[config.mk]
export PLATFORM = sky130hd
export DESIGN_NAME = alu_writeback_flat
export DESIGN_NICKNAME = d
export VERILOG_FILES = /design/src/rtl/alu_writeback_if.sv /design/src/rtl/alu_writeback.sv /design/src/flat_wrapper.sv
export SDC_FILE = /design/constraint.sdc
export NUM_CORES = 1
export LEC_CHECK = 0
export BUFFER_PORTS_ARGS = -buffer_cell sky130_fd_sc_hd__clkbuf_2
export CAP_MARGIN = 20
export CORE_AREA = 3 3 48 68
export CTS_BUF_LIST = sky130_fd_sc_hd__clkbuf_16
export CTS_CLUSTER_SIZE = 16
export DETAILED_ROUTE_END_ITERATION = 7
export DIE_AREA = 0 0 51 71
export GPL_TIMING_DRIVEN = 0
export PLACE_DENSITY = 0.8
export SLEW_MARGIN = 10
export SYNTH_ARGS = -nofsm -noshare
export SYNTH_HDL_FRONTEND = slang
export SYNTH_SLANG_ARGS = --single-unit
[constraint.sdc]
create_clock -name clk -period 3.23 [get_ports clk]
set_input_delay 0 -clock clk [delete_from_list [all_inputs] [get_ports clk]]
set_output_delay 0 -clock clk [all_outputs]
set_load 0.01 [all_outputs]
[src/rtl/alu_writeback_if.sv]
// ALU result handshake bundle between the 8-bit ALU and its writeback stage.
// The master drives the result and its flags; the slave returns in_ready.
interface alu_writeback_if #(
    parameter int AW = 3,
    parameter int DW = 8
);
    logic          in_valid;
    logic          in_ready;
    logic [DW-1:0] alu_rslt;
    logic          alu_sc_o;
    logic          alu_sc_clr;
    logic          alu_pari;
    logic          alu_pari_clr;
    logic          flag_we;
    logic          wr_en;
    logic [AW-1:0] wr_dst;

    modport master (
        output in_valid, alu_rslt, alu_sc_o, alu_sc_clr,
        output alu_pari, alu_pari_clr, flag_we, wr_en, wr_dst,
        input  in_ready
    );

    modport slave (
        input  in_valid, alu_rslt, alu_sc_o, alu_sc_clr,
        input  alu_pari, alu_pari_clr, flag_we, wr_en, wr_dst,
        output in_ready
    );
endinterface

[src/rtl/alu_writeback.sv]
// ALU writeback stage: carry/parity flags, in-order write buffer draining
// to the register file, and youngest-entry bypass to operand fetch.
module alu_writeback #(
    parameter int DEPTH = 2,
    parameter int AW    = 3,
    parameter int DW    = 8
) (
    input  logic          clk,
    input  logic          reset_n,
    alu_writeback_if.slave alu,
    output logic          sc_flag,
    output logic          pari_flag,
    output logic          rf_we,
    output logic [AW-1:0] rf_waddr,
    output logic [DW-1:0] rf_wdata,
    input  logic          rf_ready,
    input  logic [AW-1:0] byp_addr,
    output logic          byp_hit,
    output logic [DW-1:0] byp_data
);
    localparam int CW = $clog2(DEPTH + 1);
    localparam int PW = $clog2(DEPTH);

    typedef struct packed {
        logic [AW-1:0] addr;
        logic [DW-1:0] data;
    } entry_t;

    entry_t        buf_q [DEPTH];
    logic [PW-1:0] rd_ptr;
    logic [PW-1:0] wr_ptr;
    logic [CW-1:0] count;
    logic [CW-1:0] count_next;
    logic          accept;
    logic          push;
    logic          pop;
    logic [PW-1:0] byp_idx;

    function automatic logic [PW-1:0] ptr_inc(input logic [PW-1:0] p);
        return (p == PW'(DEPTH - 1)) ? '0 : p + 1'b1;
    endfunction

    assign accept = alu.in_valid & alu.in_ready;
    assign push   = accept & alu.wr_en;
    assign pop    = rf_we & rf_ready;

    // Occupancy state register; count alone decides empty/full.
    always_ff @(posedge clk) begin
        if (!reset_n) begin
            count <= '0;
        end else begin
            count <= count_next;
        end
    end

    // Occupancy next state: simultaneous push and pop leaves count unchanged.
    always_comb begin
        count_next = count;
        unique case ({push, pop})
            2'b10:   count_next = count + CW'(1);
            2'b01:   count_next = count - CW'(1);
            default: count_next = count;
        endcase
    end

    // Occupancy outputs; in_ready depends only on registered state.
    always_comb begin
        alu.in_ready = 1'b0;
        rf_we        = 1'b0;
        alu.in_ready = (count < CW'(DEPTH));
        rf_we        = (count != '0);
    end

    // Circular pointers advance on push/pop and wrap at DEPTH.
    always_ff @(posedge clk) begin
        if (!reset_n) begin
            rd_ptr <= '0;
            wr_ptr <= '0;
        end else begin
            if (push) wr_ptr <= ptr_inc(wr_ptr);
            if (pop)  rd_ptr <= ptr_inc(rd_ptr);
        end
    end

    // Entry storage; contents are only meaningful below count.
    always_ff @(posedge clk) begin
        if (reset_n && push) begin
            buf_q[wr_ptr] <= '{addr: alu.wr_dst, data: alu.alu_rslt};
        end
    end

    // Architectural flags, loaded or cleared by flag-writing results.
    always_ff @(posedge clk) begin
        if (!reset_n) begin
            sc_flag   <= 1'b0;
            pari_flag <= 1'b0;
        end else if (accept && alu.flag_we) begin
            sc_flag   <= alu.alu_sc_clr ? 1'b0 : alu.alu_sc_o;
            pari_flag <= alu.alu_pari_clr ? 1'b0 : alu.alu_pari;
        end
    end

    assign rf_waddr = buf_q[rd_ptr].addr;
    assign rf_wdata = buf_q[rd_ptr].data;

    // Bypass scan oldest to youngest so the youngest match overrides.
    always_comb begin
        byp_hit  = 1'b0;
        byp_data = '0;
        byp_idx  = '0;
        for (int i = 0; i < DEPTH; i++) begin
            byp_idx = PW'((int'(rd_ptr) + i) % DEPTH);
            if ((CW'(i) < count) && (buf_q[byp_idx].addr == byp_addr)) begin
                byp_hit  = 1'b1;
                byp_data = buf_q[byp_idx].data;
            end
        end
    end
endmodule

[src/flat_wrapper.sv]
// flat-port wrapper written by rule: the top's interface ports become plain ports
module alu_writeback_flat 
#(
    parameter int DEPTH = 2,
    parameter int AW    = 3,
    parameter int DW    = 8
)
  (clk, reset_n, sc_flag, pari_flag, rf_we, rf_waddr, rf_wdata, rf_ready, byp_addr, byp_hit, byp_data, alu_in_valid, alu_alu_rslt, alu_alu_sc_o, alu_alu_sc_clr, alu_alu_pari, alu_alu_pari_clr, alu_flag_we, alu_wr_en, alu_wr_dst, alu_in_ready);
  alu_writeback_if #(.AW(AW), .DW(DW)) alu_i ();
  input  logic clk;
  input  logic reset_n;
  output logic sc_flag;
  output logic pari_flag;
  output logic rf_we;
  output logic [AW-1:0] rf_waddr;
  output logic [DW-1:0] rf_wdata;
  input  logic rf_ready;
  input  logic [AW-1:0] byp_addr;
  output logic byp_hit;
  output logic [DW-1:0] byp_data;
  input wire logic [$bits(alu_i.in_valid)-1:0] alu_in_valid;
  input wire logic [$bits(alu_i.alu_rslt)-1:0] alu_alu_rslt;
  input wire logic [$bits(alu_i.alu_sc_o)-1:0] alu_alu_sc_o;
  input wire logic [$bits(alu_i.alu_sc_clr)-1:0] alu_alu_sc_clr;
  input wire logic [$bits(alu_i.alu_pari)-1:0] alu_alu_pari;
  input wire logic [$bits(alu_i.alu_pari_clr)-1:0] alu_alu_pari_clr;
  input wire logic [$bits(alu_i.flag_we)-1:0] alu_flag_we;
  input wire logic [$bits(alu_i.wr_en)-1:0] alu_wr_en;
  input wire logic [$bits(alu_i.wr_dst)-1:0] alu_wr_dst;
  output wire logic [$bits(alu_i.in_ready)-1:0] alu_in_ready;
  assign alu_i.in_valid = alu_in_valid;
  assign alu_i.alu_rslt = alu_alu_rslt;
  assign alu_i.alu_sc_o = alu_alu_sc_o;
  assign alu_i.alu_sc_clr = alu_alu_sc_clr;
  assign alu_i.alu_pari = alu_alu_pari;
  assign alu_i.alu_pari_clr = alu_alu_pari_clr;
  assign alu_i.flag_we = alu_flag_we;
  assign alu_i.wr_en = alu_wr_en;
  assign alu_i.wr_dst = alu_wr_dst;
  assign alu_in_ready = alu_i.in_ready;
  alu_writeback #(.DEPTH(DEPTH), .AW(AW), .DW(DW)) u_core (.clk(clk), .reset_n(reset_n), .alu(alu_i), .sc_flag(sc_flag), .pari_flag(pari_flag), .rf_we(rf_we), .rf_waddr(rf_waddr), .rf_wdata(rf_wdata), .rf_ready(rf_ready), .byp_addr(byp_addr), .byp_hit(byp_hit), .byp_data(byp_data));
endmodule
## Word-level counts from Yosys, hierarchy flattened

Memories as Yosys holds them, arrays and structs flattened. A register that Yosys moved wholly into a read port is not among the register bits.
Index checks and enable logic that the tools add are counted.

- Memories kept: 1
- Flip-flop bits (word level): 6
- Output and inout bits: 24
- Bits of input ports: 24
- Word-level logic and storage cells: 40
- Bits in writable memories: 22

- Muxes and demuxes: 13
- Reductions and logical operators: 6
- Magnitude comparators: 3
- Bitwise operators: 3
- Add/subtract/negate cells: 5
- Equality and inequality tests: 4

Memory list:

| memory | depth | bits a word | read ports | clocked after Yosys merged registers in | write ports | RTL line | source |
|---|---|---|---|---|---|---|---|
| u_core.buf_q | 2 | 11 | 2 | 1 | 1 | alu_writeback.sv:29 | `entry_t buf_q [DEPTH];` |

Operators by type and width:

| kind | count |
|---|---|
| $mux W8 | 2 |
| $mux W1 | 10 |
| $eq A3 B3 Y1 | 2 |
| $logic_and A1 B1 Y1 | 4 |
| $lt A1 B2 Y1 const A | 2 |
| $pmux W2 S2 | 1 |
| $reduce_bool A2 Y1 | 2 |
| $add A1 B1 Y1 const B | 3 |
| $and A1 B1 Y1 | 3 |
| $add A2 B1 Y2 const B | 1 |
| $eq A2 B1 Y1 const B | 1 |
| $eq A2 B2 Y1 const B | 1 |
| $lt A2 B2 Y1 const B | 1 |
| $sub A2 B1 Y2 const B | 1 |

## Depth between registers and ports, before layout

Gate-level depths: netlist of the first run.

- Depth in word-level cells: 6
- Mapped depth: 7

## Worst setup path before layout of the first run

No wires, ideal clock.

- Path kind: flip-flop to flip-flop
- Start: reg u_core.count[1]
- End: mem u_core.buf_q[0][0] (netlist name), enable pin
- Clock period less this slack: 1.884 ns
- Setup slack: 1.346 ns
- Buffers on the path: 0
- Stages on the path, launching flop included: 4
- Arrival time: 1.488 ns
- Data required time: 2.834 ns
- Path through: dfxtp_1 -> nor2b_1 -> nand2_1 -> nor3b_1

- Longest elaborated chain between the ends: 6

Ends and longest elaborated chain:

| item | RTL line | source |
|---|---|---|
| start, declared | alu_writeback.sv:32 | `logic [CW-1:0] count;` |
| start signal, assigned | alu_writeback.sv:52 | `count <= count_next;` |
| $lt A2 B2 Y1 | alu_writeback.sv:70 | `alu.in_ready = (count < CW'(DEPTH));` |
| $and A1 B1 Y1 | alu_writeback.sv:43 | `assign accept = alu.in_valid & alu.in_ready;` |
| $and A1 B1 Y1 | alu_writeback.sv:44 | `assign push = accept & alu.wr_en;` |
| $logic_and A1 B1 Y1 | alu_writeback.sv:87 | `if (reset_n && push) begin` |
| $mux W1 | alu_writeback.sv:87 |  |
| $mux W1 (implied by the code) | alu_writeback.sv:88 | `buf_q[wr_ptr] <= '{addr: alu.wr_dst, data: alu.alu_rslt};` |
| end, declared | alu_writeback.sv:29 |  |

Every way passes these cells.

==> impl_metrics.csv, run 1 <==
group,metric,value,unit
sta,relSlewSlack,0.410,
layout,fill_cells,210,
global_route,first_global_vias,1160,
placed_design,dpl_worst_slack,1.42,ns
synth,syn_area,1410,sq um
layout,final_util,0.698,
synth,synth-seq-cells,29,
layout,fin_nets,194,
clock_network,root_buffer,"clkbuf_16",
synth,yosys_most_used_dff,"edfxtp_1",
placed_design,hpwl,2.16,mm
floorplan,start_util,0.505,
detailed_routing,drc,0,
global_route,antenna_found_initial,0,
detailed_routing,vias,1065,
floorplan,die_x,51,microns
outcome,outcome,"finished clean",
job,cap_violations,0,
clock_network,cts_setup_buffers,0,
setup_path,cp-end-kind,"output port",
floorplan,die_y,71,microns
sta,clock.fmax,472,MHz
floorplan,core_region_area,2790,sq um
detailed_routing,ant_nets,0,
global_route,grt_pass1_wl,5.30,mm
setup_path,crit_type,"reg2out",
layout,multi_input_area,583,sq um
clock_network,clkTransAtPathRegs,0.05,ns
global_route,grt_max_degree,12,
synth,yosysTopAreaCellShare,0.469,
power_and_ir_drop,finalPower,1.31,mW
setup_path,arrival,2.12,ns
layout,layout-drive-gt1-share,0.429,
sta,setup_viol,0,
power_and_ir_drop,p_leak,0.794,nW
sta,rsz0062_at_grt,"false",
detailed_routing,wl_per_cell,16.0,microns
synth,ys.warnings.count,0,
global_route,gr-usage-all-layers,0.202,
synth,syn_inst,102,
placed_design,dp_cells,186,
floorplan,die_area,3620,sq um
sta,hold_viol,0,
detailed_routing,firstDrtPassIters,4,
synth,syn_area_per_cell,13.8,sq um
sta,fin_crit_sh,0.656,
synth,yosysSeqAreaShare,0.568,
layout,fin_area,1950,sq um
floorplan,pin_count,48,
sta,skew,0.00458,ns
layout,regArea,801,sq um
placed_design,gp_routability_congestion,0.730,
worst_hold_path,min_path_type,"in2reg",
placed_design,place_area,1700,sq um
clock_network,cts_sinks,29,
layout,diodes,0,
synth,async_flop_share,0,
sta,tightest_slew,0.881,ns
synth,synth_edf_count,22,
power_and_ir_drop,irDropWorstVdd,0.000572,V
clock_network,cts_tree,"done",
placed_design,portBuffers,47,
sta,setup_tns,0,ns
synth,yosys-top-cells-count,"22 x edfxtp_1, 12 x mux2_2, 8 x a22o_1, 7 x dfxtp_1, 6 x xnor2_1",
clock_network,post_cts_resized,0,
clock_network,cts_hold_buf,11,
detailed_routing,drt_wl_total,3.28,mm
setup_path,required,3.23,ns
synth,synth_fp_nets,129,
setup_path,worstPathMaxFanout,8,
sta,worst_slack,1.11,ns
sta,hold_ws,0.0487,ns
synth,yosysMostFrequentCell,"edfxtp_1",
detailed_routing,viasPerCell,5.20,
clock_network,cts_max_path_buffers,2,
sta,min_period,2.12,ns
clock_network,h-tree-depth,2,
synth,synth_area_leaders,"edfxtp_1 47%, dfxtp_1 9.9%, mux2_2 9.6%, a22o_1 5.0%, xnor2_1 3.7%",
floorplan,fp-row-count,23,
setup_path,start_kind,"flip-flop",
synth,synth_top_area_cell,"edfxtp_1",
detailed_routing,first_iter_violations,30,
clock_network,insertion_delay,0.27,ns
power_and_ir_drop,p_per_area,674,nW/um^2
sta,slew_viol_final,0,
global_route,grt.overflow.total,0,
clock_network,cts_buffers,5,
synth,ys_types,23,
layout,instances_no_fill,205,
layout,syn2layout_area_growth,38.3,%
## logic make-up (layout without fill, tap and decap cells)
| logic type | count (synthesis) | after routing | synth area share |
|---|---|---|---|
| muxes | 17 | 17 | 0.149 |
| AOI/OAI and AO/OA | 12 | 12 | 0.0639 |
| DFF | 29 | 29 | 0.568 |
| xor gates and xnor gates | 11 | 11 | 0.0684 |
| adders and majority gates | 3 | 3 | 0.0266 |
| and+or+nand+nor | 24 | 24 | 0.102 |
| buffers and inverters | 6 | 72 | 0.0213 |
## critical path: stages (launching register included)
cell	delay [ns]
dfxtp_1	0.40
mux2_2	0.38
xnor2_1	0.24
nand4_1	0.18
mux2i_4	0.32
a22o_1	0.19
clkbuf_2	0.13
## report_power, final
part           leakage, nW  internal, mW  total, mW  switching [mW]
Clock               0.0696         0.281      0.438           0.157
Sequential           0.257         0.438      0.463          0.0247
Combinational        0.468         0.200      0.412           0.211
## cells in the final DEF (no fill, tap or decap), drive strengths merged
cell / count
mux2: 12
buf: 2
ha: 3
nor2: 3
and2: 5
nor2b: 5
a22o: 8
clkinvlp: 1
nor3b: 3
and4: 1
mux2i: 5
xnor2: 6
nand4: 2
nand2: 4
clkbuf: 52
clkinv: 2
o21ai: 2
nand3: 1
dfxtp: 7
edfxtp: 22
a21oi: 2
dlygate4sd3: 11
xor2: 5
inv: 4
## layer usage
layer | global-route usage | routed length (microns) | up-vias
li1 | - | - | 507
met1 | 0.195 | 1140 | 498
met2 | 0.377 | 1830 | 45
met3 | 0.0421 | 154 | 15
met4 | 0.117 | 153 | 0
met5 | 0 | 0 | -
## layout make-up
| class | instances | area share |
|---|---|---|
| clock buffers | 5 | 0.0642 |
| clock inverters | 3 | 0.00899 |
| multi-input cells | 67 | 0.299 |
| flip-flops and latches | 29 | 0.411 |
| repair buffers | 58 | 0.177 |
| plain buffers | 2 | 0.00771 |
| inverters | 4 | 0.00771 |
| well taps | 37 | 0.0238 |
## path summary, 6_finish.rpt
check	startpoint	end	slack (ns)	depth (start not counted)
min reg2reg	u_core.sc_flag	u_core.sc_flag	0.54	2
max reg2reg	u_core.count[1]	u_core.buf_q[0][0]	1.40	3
min	reset_n	u_core.count[1]	0.05	2
max	flip-flop	byp_data[2]	1.11	6
## flip-flops by register name (all words and copies together), names as in the netlist, named ones only
name,flops
u_core.buf_q,22
u_core.count,2
u_core.pari_flag,1
u_core.rd_ptr,1
u_core.sc_flag,1
u_core.wr_ptr,1
No activity file was read; power rests on OpenSTA's default activity.
==> inputs of run 2 (changes only) <==
--- a/config.mk
+++ b/config.mk
@@ -5,15 +5,16 @@
 export SDC_FILE = /design/constraint.sdc
 export NUM_CORES = 1
 export LEC_CHECK = 0
+export ABC_AREA = 1
 export BUFFER_PORTS_ARGS = -buffer_cell sky130_fd_sc_hd__clkbuf_2
 export CAP_MARGIN = 20
-export CORE_AREA = 3 3 48 68
+export CORE_AREA = 3 3 54 76
 export CTS_BUF_LIST = sky130_fd_sc_hd__clkbuf_16
 export CTS_CLUSTER_SIZE = 16
 export DETAILED_ROUTE_END_ITERATION = 7
-export DIE_AREA = 0 0 51 71
+export DIE_AREA = 0 0 57 79
 export GPL_TIMING_DRIVEN = 0
-export PLACE_DENSITY = 0.8
+export PLACE_DENSITY = 0.73
 export SLEW_MARGIN = 10
 export SYNTH_ARGS = -nofsm -noshare
 export SYNTH_HDL_FRONTEND = slang
==> constraint.sdc (replaced) <==
create_clock -name clk -period 1.9 [get_ports clk]
set_input_delay 0 -clock clk [delete_from_list [all_inputs] [get_ports clk]]
set_output_delay 0 -clock clk [all_outputs]
set_load 0.01 [all_outputs]
==> impl_metrics.csv, run 2 <==
group,metric,value,unit
outcome,outcome,"finished clean",
worst_hold_path,hold_start,"alu_wr_en",
global_route,grt_pass1_wl,6.18,mm
sta,rsz0062_at_grt,"false",
global_route,first_global_vias,1428,
synth,yosys_most_used_dff,"edfxtp_1",
global_route,grt.busiest_layer,"met2",
setup_path,reg2reg_to,"u_core.buf_q[0][2]",
setup_path,r2r_start,"u_core.count[1]",
synth,async_flop_share,0,
clock_network,cts_sinks,29,
synth,ys.warnings.count,0,
power_and_ir_drop,finalPower,2.27,mW
sta,relSlewSlack,0.418,
detailed_routing,vias,1403,
sta,hold_viol,0,
floorplan,die_x,57,microns
setup_path,rr_worst_depth,3,
synth,synth_edf_count,22,
layout,diodes,0,
layout,layout_commonest_cell,"nand2_1",
power_and_ir_drop,irDropWorstVdd,0.000923,V
layout,fin_nets,283,
sta,setup_viol,0,
global_route,gr-usage-all-layers,0.175,
synth,yosysSeqAreaShare,0.509,
setup_path,crit_end,"byp_data[2]",
floorplan,fp-row-count,25,
power_and_ir_drop,p_leak,1.05,nW
synth,synth-seq-cells,29,
detailed_routing,drt_wl_total,3.34,mm
worst_hold_path,min_path_type,"in2reg",
sta,min_period,1.71,ns
sta,fin_crit_sh,0.898,
synth,yosysTopAreaCellShare,0.420,
floorplan,die_area,4500,sq um
setup_path,start_kind,"flip-flop",
floorplan,core_region_area,3440,sq um
synth,syn_area_per_cell,8.42,sq um
floorplan,die_y,79,microns
detailed_routing,wl_per_cell,11.3,microns
placed_design,gp_routability_congestion,0.701,
global_route,grt.overflow.total,0,
detailed_routing,first_iter_violations,37,
detailed_routing,drc,0,
global_route,grt_use_met1,0.196,
clock_network,root_buffer,"clkbuf_16",
setup_path,r2r_slack,0.31,ns
clock_network,cts_setup_buffers,0,
detailed_routing,viasPerCell,4.72,
layout,largest_register_ffs,22,
clock_network,h-tree-depth,2,
placed_design,hpwl,2.49,mm
clock_network,cts_buffers,5,
detailed_routing,firstDrtPassIters,4,
sta,clock.fmax,586,MHz
synth,synth_area_leaders,"edfxtp_1 42%, nand2_1 13%, dfxtp_1 8.9%, nand3_1 8.6%, o21ai_0 6.4%",
placed_design,dp_cells,275,
floorplan,pin_count,48,
setup_path,worstPathMaxFanout,9,
setup_path,required,1.90,ns
setup_path,cp-end-kind,"output port",
global_route,grt_max_degree,12,
global_route,antenna_found_initial,0,
clock_network,clkTransAtPathRegs,0.05,ns
layout,final_cell_mix,"53 x nand2_1, 47 x clkbuf_2, 27 x nand3_1, 26 x inv_1, 22 x edfxtp_1",
synth,synth_top_area_cell,"edfxtp_1",
synth,syn_area,1570,sq um
layout,syn2layout_area_growth,36.6,%
synth,yosys-top-cells-count,"53 x nand2_1, 27 x nand3_1, 25 x inv_1, 22 x edfxtp_1, 20 x o21ai_0",
layout,largest-register,"u_core.buf_q",
power_and_ir_drop,p_per_area,1050,nW/um^2
global_route,grtUsageMet3,0.0423,
clock_network,insertion_delay,0.27,ns
sta,tightest_slew,0.870,ns
synth,synth_fp_nets,214,
detailed_routing,ant_nets,0,
sta,skew,0.00411,ns
layout,largestRegisters,"u_core.buf_q x22, u_core.count x2",
setup_path,crit_start,"u_core.count[1]",
sta,slew_viol_final,0,
setup_path,arrival,1.71,ns
synth,syn_inst,187,
global_route,grt_util_met2,0.312,
clock_network,cts_tree,"done",
clock_network,cts_max_path_buffers,2,
layout,layout-drive-gt1-share,0.272,
placed_design,portBuffers,47,
layout,fill_cells,312,
synth,ys_types,22,
floorplan,start_util,0.457,
job,cap_violations,0,
setup_path,crit_type,"reg2out",
layout,instances_no_fill,297,
synth,yosysMostFrequentCell,"nand2_1",
==> run 2: kinds of logic after synthesis <==
kind of cell / after synthesis / synth area share
XOR/XNOR: 1 / 0.00557
AO/OA/AOI/OAI: 28 / 0.0914
adder cells (fa/ha/maj): 3 / 0.0238
buffers and inverters: 31 / 0.0787
AND/OR/NAND/NOR: 95 / 0.292
flip-flops: 29 / 0.509
==> run 2: timing repair <==
item	in CTS	in global routing
hold buffers	14	0
endpoints found under the hold margin	25	0
endpoints found under the setup margin	0	0
gates resized for setup	0	0
==> run 2: area by class of cell <==
| class | instances | area (sq um) | area share |
|---|---|---|---|
| clock inverter | 3 | 13.8 | 0.00640 |
| buffer | 3 | 18.8 | 0.00873 |
| timing repair buffer | 62 | 383 | 0.178 |
| inverter | 28 | 105 | 0.0489 |
| tap | 40 | 50.0 | 0.0233 |
| multi-input combinational | 127 | 654 | 0.304 |
| sequential | 29 | 801 | 0.372 |
| clock buffer | 5 | 125 | 0.0582 |
==> run 2: worst max-delay path: stages, from the launching register on <==
cell and delay, ns:
dfxtp_1 0.32, inv_2 0.08, ha_1 0.18, nor2_1 0.12, nand2_1 0.10, nor2_4 0.25
nand2_4 0.12, nand3_1 0.09, nand2_1 0.05, clkbuf_2 0.12
==> run 2: metrics by stage <==
step | worst slack [ns] | utilization | area, sq um | setup TNS [ns] | hold WS [ns]
finish | 0.193 | 0.625 | 2150 | 0 | 0.0344
global route | 0.0441 | 0.625 | 2150 | 0 | 0.0669
CTS | 0.179 | 0.625 | 2150 | 0 | 0.0319
detailed placement | 0.224 | 0.544 | 1870 | 0 | 0.193
global placement | -0.264 | 0.540 | 1860 | -2.90 | 0.190
floorplan | 0.165 | - | 1570 | 0 | 0.0989
==> run 2: power by group <==
group          internal, mW  leakage, nW  switching (mW)
Clock                 0.472       0.0748           0.240
Combinational         0.285        0.721           0.492
Sequential            0.742        0.257          0.0366
==> run 2: per-layer routing <==
layer | up-vias | routed length, microns
met5 | - | 0
li1 | 754 | -
met4 | 0 | 76
met2 | 43 | 1770
met3 | 7 | 192
met1 | 599 | 1310
==> run 2: worst min path at each step <==
stage                               endpoint  slack [ns]  cells after the start
after floorplan           u_core.buf_q[0][0]         0.1                      0
after global placement    u_core.buf_q[0][6]        0.19                      1
after detailed placement  u_core.buf_q[0][5]        0.19                      1
after CTS                      u_core.wr_ptr        0.03                      3
after global routing           u_core.wr_ptr        0.07                      3
final                          u_core.wr_ptr        0.03                      3
